$ cat src/rtl/led_seq_arb.sv
// led_seq_arb: two-requester LED sequencer.
// Channel 0 (alarm) has priority and, while it owns an active sequence,
// locks out channel 1 (host). A clock-enable prescaler produces a tick
// every TICK_DIV clks. Each tick advances a step counter, and the step
// counter drives the OFF/STATIC/BLINK/RUN sequencing of an 8-bit LED bank.
// Optional feature macro: LED_DIM_EN. When it is defined, a 16-slot PWM
// dimmer is added on the LED output, with DIM_DUTY on-slots out of 16.
module led_seq_arb #(
  parameter int TICK_DIV = 1000000,
  parameter int DIV_W    = 20
`ifdef LED_DIM_EN
  ,
  parameter int DIM_DUTY = 8
`endif
) (
  input  logic       clk,
  input  logic       reset,
  input  logic       cmd0_valid,
  output logic       cmd0_ready,
  input  logic [1:0] cmd0_mode,
  input  logic [7:0] cmd0_pattern,
  input  logic [7:0] cmd0_period,
  input  logic       cmd1_valid,
  output logic       cmd1_ready,
  input  logic [1:0] cmd1_mode,
  input  logic [7:0] cmd1_pattern,
  input  logic [7:0] cmd1_period,
  output logic [7:0] led,
  output logic       tick,
  output logic       owner,
  output logic       busy
);

  typedef enum logic [1:0] {
    MODE_OFF    = 2'd0,
    MODE_STATIC = 2'd1,
    MODE_BLINK  = 2'd2,
    MODE_RUN    = 2'd3
  } mode_e;

  localparam logic [DIV_W-1:0] DIV_LAST = DIV_W'(TICK_DIV - 1);
  localparam logic [DIV_W-1:0] DIV_ONE  = DIV_W'(1);

  // Prescaler
  logic [DIV_W-1:0] div_q, div_d;
  logic             tick_q, tick_d;

  // Sequencer state
  mode_e      state_q, state_d;
  logic [7:0] pattern_q, pattern_d;
  logic [7:0] period_q, period_d;
  logic [7:0] step_q, step_d;
  logic [7:0] led_state_q, led_state_d;
  logic       owner_q, owner_d;
  logic       busy_q, busy_d;

  // Handshake and selected command
  logic       lock_s;
  logic       acc0_s, acc1_s, accept_s;
  logic [1:0] cmd_mode_s;
  logic [7:0] cmd_pattern_s, cmd_period_s;
  logic [7:0] step_last_s;
  logic       step_evt_s;

  // Alarm lock: an active channel-0 sequence blocks the host. Channel 1 is
  // also refused on any cycle where channel 0 presents a command.
  assign lock_s     = ~owner_q & busy_q;
  assign cmd0_ready = ~reset;
  assign cmd1_ready = ~reset & ~lock_s & ~cmd0_valid;
  assign acc0_s     = cmd0_valid & cmd0_ready;
  assign acc1_s     = cmd1_valid & cmd1_ready;
  assign accept_s   = acc0_s | acc1_s;

  // Select the winning command fields (channel 0 has priority)
  always_comb begin
    cmd_mode_s    = cmd1_mode;
    cmd_pattern_s = cmd1_pattern;
    cmd_period_s  = cmd1_period;
    if (acc0_s) begin
      cmd_mode_s    = cmd0_mode;
      cmd_pattern_s = cmd0_pattern;
      cmd_period_s  = cmd0_period;
    end else begin
      cmd_mode_s    = cmd1_mode;
      cmd_pattern_s = cmd1_pattern;
      cmd_period_s  = cmd1_period;
    end
  end

  // Free-running prescaler. The tick is registered so that it is high on
  // the cycle where the count equals TICK_DIV-1.
  always_comb begin
    div_d  = div_q;
    tick_d = 1'b0;
    if (div_q == DIV_LAST) begin
      div_d = '0;
    end else begin
      div_d = div_q + DIV_ONE;
    end
    tick_d = (div_d == DIV_LAST);
  end

  // A period of 0 behaves as 1. A step event fires on the tick that
  // completes the period.
  always_comb begin
    step_last_s = 8'd0;
    if (period_q == 8'd0) begin
      step_last_s = 8'd0;
    end else begin
      step_last_s = period_q - 8'd1;
    end
    step_evt_s = tick_q & (step_q == step_last_s);
  end

  // Next-state logic. An accepted command replaces everything, and it also
  // swallows a coincident tick.
  always_comb begin
    state_d     = state_q;
    pattern_d   = pattern_q;
    period_d    = period_q;
    step_d      = step_q;
    led_state_d = led_state_q;
    owner_d     = owner_q;
    busy_d      = busy_q;
    if (accept_s) begin
      state_d     = mode_e'(cmd_mode_s);
      pattern_d   = cmd_pattern_s;
      period_d    = cmd_period_s;
      step_d      = 8'd0;
      owner_d     = ~acc0_s;
      busy_d      = (cmd_mode_s != 2'd0);
      led_state_d = (cmd_mode_s == 2'd0) ? 8'd0 : cmd_pattern_s;
    end else begin
      if (tick_q) begin
        step_d = step_evt_s ? 8'd0 : (step_q + 8'd1);
      end else begin
        step_d = step_q;
      end
      case (state_q)
        MODE_OFF:    led_state_d = 8'd0;
        MODE_STATIC: led_state_d = pattern_q;
        MODE_BLINK: begin
          if (step_evt_s) begin
            led_state_d = (led_state_q == 8'd0) ? pattern_q : 8'd0;
          end else begin
            led_state_d = led_state_q;
          end
        end
        MODE_RUN: begin
          if (step_evt_s) begin
            led_state_d = {led_state_q[6:0], led_state_q[7]};
          end else begin
            led_state_d = led_state_q;
          end
        end
        default:     led_state_d = 8'd0;
      endcase
    end
  end

  // State registers, cleared asynchronously by reset
  always_ff @(posedge clk or posedge reset) begin
    if (reset) begin
      div_q       <= '0;
      tick_q      <= 1'b0;
      state_q     <= MODE_OFF;
      pattern_q   <= 8'd0;
      period_q    <= 8'd0;
      step_q      <= 8'd0;
      led_state_q <= 8'd0;
      owner_q     <= 1'b0;
      busy_q      <= 1'b0;
    end else begin
      div_q       <= div_d;
      tick_q      <= tick_d;
      state_q     <= state_d;
      pattern_q   <= pattern_d;
      period_q    <= period_d;
      step_q      <= step_d;
      led_state_q <= led_state_d;
      owner_q     <= owner_d;
      busy_q      <= busy_d;
    end
  end

  assign tick  = tick_q;
  assign owner = owner_q;
  assign busy  = busy_q;

`ifdef LED_DIM_EN
  localparam logic [4:0] DUTY_C = (DIM_DUTY >= 16) ? 5'd16 :
                                  ((DIM_DUTY <= 0) ? 5'd0 : 5'(DIM_DUTY));

  logic [3:0] pwm_q;

  // Free-running 16-slot PWM counter for the dimmer
  always_ff @(posedge clk or posedge reset) begin
    if (reset) begin
      pwm_q <= 4'd0;
    end else begin
      pwm_q <= pwm_q + 4'd1;
    end
  end

  assign led = led_state_q & {8{({1'b0, pwm_q} < DUTY_C)}};
`else
  assign led = led_state_q;
`endif

endmodule
$ cat config.mk
export PLATFORM = sky130hd
export DESIGN_NAME = led_seq_arb
export DESIGN_NICKNAME = d
export VERILOG_FILES = /design/src/rtl/led_seq_arb.sv
export SDC_FILE = /design/constraint.sdc
export NUM_CORES = 1
export LEC_CHECK = 0
export BUFFER_PORTS_ARGS = -buffer_cell sky130_fd_sc_hd__buf_2
export CAP_MARGIN = 20
export CORE_UTILIZATION = 57
export DETAILED_ROUTE_END_ITERATION = 8
export GPL_TIMING_DRIVEN = 0
export PLACE_DENSITY = 0.77
export SETUP_SLACK_MARGIN = 0.5
export SYNTH_ARGS = -nofsm -noshare
export SYNTH_HDL_FRONTEND = slang
export SYNTH_SLANG_ARGS = --single-unit
$ cat constraint.sdc
create_clock -name clk -period 2.9 [get_ports clk]
set_input_delay 0.29 -clock clk [delete_from_list [all_inputs] [get_ports clk]]
set_output_delay 0.29 -clock clk [all_outputs]
set_load 0.01 [all_outputs]
## After elaboration in Yosys (flattened, before gate mapping)

Cells that the tools add are included.

- Reductions and logical operators: 7
- Muxes and demuxes: 14
- Add/subtract/negate cells: 3
- Equality and inequality tests: 8
- Bitwise gates (word level): 12

Operators by type and width:

| cell | number |
|---|---|
| 8-bit 2-to-1 mux | 11 |
| 20-bit == test (second input constant) | 2 |
| 8-bit case mux with 4 select lines | 1 |
| 20-bit by 1-bit adder with 20-bit output (second input constant) | 1 |
| 20-bit 2-to-1 mux | 1 |
| 8-bit logical NOT | 2 |
| 8-bit by 1-bit adder with 8-bit output (second input constant) | 1 |
| 8-bit == test | 1 |
| 8-bit by 1-bit subtractor with 8-bit output (second input constant) | 1 |
| 1-bit bitwise AND | 6 |
| 3-bit != test (second input constant) | 2 |
| 1-bit NOT | 5 |
| 2-bit == test (second input constant) | 2 |
| 2-bit logical NOT | 2 |
| 2-bit nonzero test | 2 |
| 2-bit by 1-bit == test with 1-bit output (second input constant) | 1 |
| 2-bit 2-to-1 mux | 1 |
| 2-bit AND reduction | 1 |
| 1-bit bitwise OR | 1 |

- Flip-flop bits (word level): 57
- Output and inout bits: 13

## Logic depth before layout (Yosys ltp)

- Depth after elaboration: 9
- Depth in mapped cells: 11
- Depth with buffers taken out: 9

## Worst setup path after synthesis

OpenSTA, ideal clock, no wires.

- Path kind: register -> register
- Start point: register period_q[0]
- End point: register led_state_q[0] (netlist: led[0])
- Cell stages (with the launch flop): 12
- Data arrival time: 2.490 ns
- Buffers on the path: 2
- Data required time: 2.777 ns
- Slack: 0.287 ns
- Cell sequence: dfrtp_1 > inv_1 > ha_1 > buf_4 > or3b_1 > and2_1 > or3_1 > a211oi_2 > nand4_2 > and2_4 > buf_6 > o221a_1

- Word-level cells in the longest chain between the ends: 6

Ends and longest elaborated chain:

| element | RTL line | source |
|---|---|---|
| start, declared | 51 | `logic [7:0] period_q, period_d;` |
| start signal, assigned | 178 | `period_q <= period_d;` |
| 8-bit by 1-bit subtractor with 8-bit output / 8-bit logical NOT (equally long branches) | 110, 107 |  |
| 8-bit 2-to-1 mux * | 107 | `if (period_q == 8'd0) begin` |
| 8-bit == test * | 112 | `step_evt_s = tick_q & (step_q == step_last_s);` |
| 1-bit bitwise AND * | 112 |  |
| 3-bit != test (no line) | - |  |
| 2-bit AND reduction (no line) * | - |  |
| end signal, assigned | 180 | `led_state_q <= led_state_d;` |
| end, declared | 53 | `logic [7:0] led_state_q, led_state_d;` |

Mark *: on every way between the ends. The rest lies on a longest branch, timed or not.
A chain may end at the register's enable or synchronous reset.

## Final worst setup path

- Start point: register period_q[0]
- End point: register led_state_q[6] (netlist: led[6])

Same word-level chain as after synthesis.

==> flow_metrics.env <==
export IMPL_worst_pin_slew_ns=0.6850
export IMPL_design_die_area_mm2=0.006362
export IMPL_min_period_ns=2.547
export IMPL_placement_io_buffers=52
export IMPL_start_util_pct=60.74
export IMPL_drt_drc_violations_left=0
export IMPL_syn_num_nets=424
export IMPL_grt_use_total_pct=30.34
export IMPL_globalRouteOverflowTotal=0
export IMPL_netlist_area_mm2=0.003447
export IMPL_htree_levels=3
export IMPL_cp_buffers_inverters=3
export IMPL_synthFlopType="sky130_fd_sc_hd__dfrtp_1"
export IMPL_ant_nets=0
export IMPL_power_density_mw_per_mm2=564.4
export IMPL_io_pins=53
export IMPL_fillers=433
export IMPL_tritoncts_num_buffers=9
export IMPL_insertedDiodeCount=0
export IMPL_critical_path_max_stage_delay_ns=0.40
export IMPL_end_kind="flip-flop"
export IMPL_synth_yosys_seq_area_share_pct=41.38
export IMPL_timing_setup_critical_path_class="flip-flop to flip-flop"
export IMPL_clock_tree_buffer_depth=2
export IMPL_power_mw=2.395
export IMPL_vias=3217
export IMPL_die_w_um=79.77
export IMPL_worst_slew_margin_rel_pct=53.03
export IMPL_synthToLayoutAreaGrowth_pct=23.09
export IMPL_synth_seq_cells=57
export IMPL_dr_pass1_iters=4
export IMPL_cp_required_ns=3.12
export IMPL_total_negative_setup_slacks_ns=0
export IMPL_crit_path_top_delay_cell="sky130_fd_sc_hd__dfrtp_1"
export IMPL_critPathArrivalTime_ns=2.77
export IMPL_ir_worst_vdd_v=0.0003386
export IMPL_yosys_warnings=0
export IMPL_grt_start_max_net_pins=40
export IMPL_outcome="finished clean"
export IMPL_path_cells="inv_2 -> ha_4 -> buf_6 -> or3b_4 -> and2_4 -> or3_1 -> a211oi_2 -> nand4_2 -> and2_4 -> buf_6 -> o221a_1"
export IMPL_synthDistinctLibCells=55
export IMPL_final_setup_skew_ns=0.01114
export IMPL_period_utilization_pct=87.81
export IMPL_gp_congestion=0.8842
export IMPL_cap_violations=0
export IMPL_drt_wirelength_per_cell_um=16.53
export IMPL_syn_inst=381
export IMPL_critical_path_peak_fanout=7
export IMPL_worstSetupStartpointType="flip-flop"
export IMPL_highest_clock_frequency_the_design_can_meet_mhz=392.7
export IMPL_critical_path_top_delay_family="simple AND/OR/NAND/NOR gates"
export IMPL_async_flop_share_pct=100.0
export IMPL_cts_sinks=57
export IMPL_grt_first_pass_wirelength_um=14630
export IMPL_layout_core_utilization_pct=74.76
export IMPL_dp_final_hpwl_um=6023
export IMPL_cts_root_buf="sky130_fd_sc_hd__clkbuf_8"
export IMPL_grt_setup_unrepaired="yes"
export IMPL_max_slew_violation_count=0
export IMPL_path_clk_slew_ns=0.07
export IMPL_via_count_of_the_first_global_routing_pass=3129
export IMPL_place_inst=506
export IMPL_min_delay_path_class="input port to flip-flop"
export IMPL_layout_drive_gt1_share_pct=26.03
export IMPL_clk_latency_ns=0.34
export IMPL_setup_viol_count_final=0
export IMPL_finalNonFillerCells=533
export IMPL_edff_count_synth=0
export IMPL_tritoncts="done"
export IMPL_detail_route_vias_per_cell=6.036
export IMPL_layout_nets=499
export IMPL_placement_rows=27
export IMPL_antenna_violations_before_repair=0
export IMPL_wl_um=8808
export IMPL_final_hold_viol_count=0
export IMPL_syn_mean_instance_area_um2=9.047
export IMPL_p_leak_nw=1.812
export IMPL_die_h_um=79.77
export IMPL_initialDrtViolationCount=205
export IMPL_fp_coreArea_mm2=0.005675
where the power goes:
| group | leakage (nW) | internal, mW | switching (mW) | total, mW |
|---|---|---|---|---|
| combinational | 0.972 | 0.269 | 0.306 | 0.575 |
| clock | 0.115 | 0.527 | 0.330 | 0.857 |
| sequential | 0.725 | 0.874 | 0.0880 | 0.962 |
| total | 1.81 | 1.67 | 0.724 | 2.39 |
flip-flops by register name (all words and copies together), names as in the netlist:
| register | cells |
|---|---|
| pattern_q | 8 |
| owner | 1 |
| busy | 1 |
| period_q | 8 |
| led | 8 |
| div_q | 20 |
| step_q | 8 |
| state_q | 2 |
| tick | 1 |
kinds of logic (layout without fill, tap and decap cells):
group	Yosys count	after routing	share of synthesized area, %
multiplexers	23	23	6.788
adder cells (fa/ha/maj)	3	3	1.089
XOR/XNOR	23	23	5.844
buffers and inverters	27	107	3.629
AO/OA/AOI/OAI	78	78	15.39
AND/OR/NAND/NOR	170	170	25.88
flip-flops	57	57	41.38
worst min-delay path: cells and delay by family:
family	cells	cell delay, ns
and+or+nand+nor	1	0.04
buffers and inverters	1	0.07
AOI/OAI and AO/OA	1	0.06
per-stage QoR:
step                hold WS, ns  cell area (um2)  setup WS [ns]
floorplan                0.4068             3456         0.3463
global route             0.1573             4243         0.2952
finish                   0.1495             4243         0.3534
detailed placement       0.3547             3826        0.08969
CTS                      0.1383             4177         0.2857
global placement         0.4825             3806         0.1221
metal layers:
| metal | up-vias | GRT usage [%] | routed length [um] |
|---|---|---|---|
| met2 | 114 | 49.66 | 4268 |
| met4 | 0 | 12.86 | 161 |
| met5 | - | 0 | 0 |
| met3 | 18 | 5.371 | 549 |
| met1 | 1556 | 39.48 | 3830 |
| li1 | 1529 | - | - |
path summary, 6_finish.rpt:
check	to	from	cells after the start	slack, ns
max in group asynchronous	div_q[3]	reset	4	1.76
setup reg to reg	led[6]	period_q[0]	11	0.35
min in group asynchronous	pattern_q[6]	reset	3	0.55
hold reg to reg	div_q[0]	div_q[0]	1	0.50
hold / removal	period_q[3]	cmd0_period[3]	3	0.15
setup / recovery	led[6]	period_q[0]	11	0.35
timing repair:
action	in CTS	in global routing
endpoints found under the setup margin	14	27
hold buffers	1	0
pin swaps	5	5
buffers inserted	9	1
endpoints found under the hold margin	19	0
gates resized for setup	10	19
area by class of cell:
| class | instances | area, um2 | share of cell area [%] |
|---|---|---|---|
| multi-input combinational | 297 | 1994 | 47.01 |
| sequential | 57 | 1429 | 33.68 |
| timing repair buffer | 64 | 369.1 | 8.699 |
| clock buffer | 11 | 151.4 | 3.568 |
| buffer | 22 | 112.6 | 2.654 |
| tap | 72 | 90.09 | 2.123 |
| clock inverter | 5 | 77.57 | 1.828 |
| inverter | 5 | 18.77 | 0.4423 |
synthesized netlist by cell type, drive strengths merged, types with 9 or more instances:
| master | instances | share of area, % |
|---|---|---|
| mux2i | 20 | 5.8 |
| clkbuf | 17 | 1.9 |
| dfrtp | 57 | 41 |
| nor3 | 10 | 1.6 |
| nand2b | 10 | 1.8 |
| xnor2 | 12 | 3.0 |
| nand4 | 9 | 1.8 |
| nor2 | 28 | 3.0 |
| a22oi | 16 | 3.5 |
| xor2 | 11 | 2.8 |
| o21ai | 27 | 3.9 |
| nand3 | 16 | 2.5 |
| nand2 | 52 | 5.7 |
cells in the final DEF, fill, tap and decap left out, types with 7 or more instances in the layout:
cell type                  synthesis  final
sky130_fd_sc_hd__nand4_1           8      8
sky130_fd_sc_hd__buf_4             2     10
sky130_fd_sc_hd__xor2_1           11     10
sky130_fd_sc_hd__clkbuf_8          0     11
sky130_fd_sc_hd__nand2b_1         10     10
sky130_fd_sc_hd__nor2_1           28     27
sky130_fd_sc_hd__nor3_1            9      7
sky130_fd_sc_hd__nand2_1          52     51
sky130_fd_sc_hd__mux2i_1          20     20
sky130_fd_sc_hd__a22oi_1          16     16
sky130_fd_sc_hd__nand3_1          15     15
sky130_fd_sc_hd__o21ai_0          27     26
sky130_fd_sc_hd__clkbuf_1         17     15
sky130_fd_sc_hd__xnor2_1          12     12
sky130_fd_sc_hd__a21oi_1           8      8
sky130_fd_sc_hd__dfrtp_1          57     55
sky130_fd_sc_hd__o221a_1           7      7
sky130_fd_sc_hd__buf_2             1     53
No activity file was read; power rests on OpenSTA's default activity.
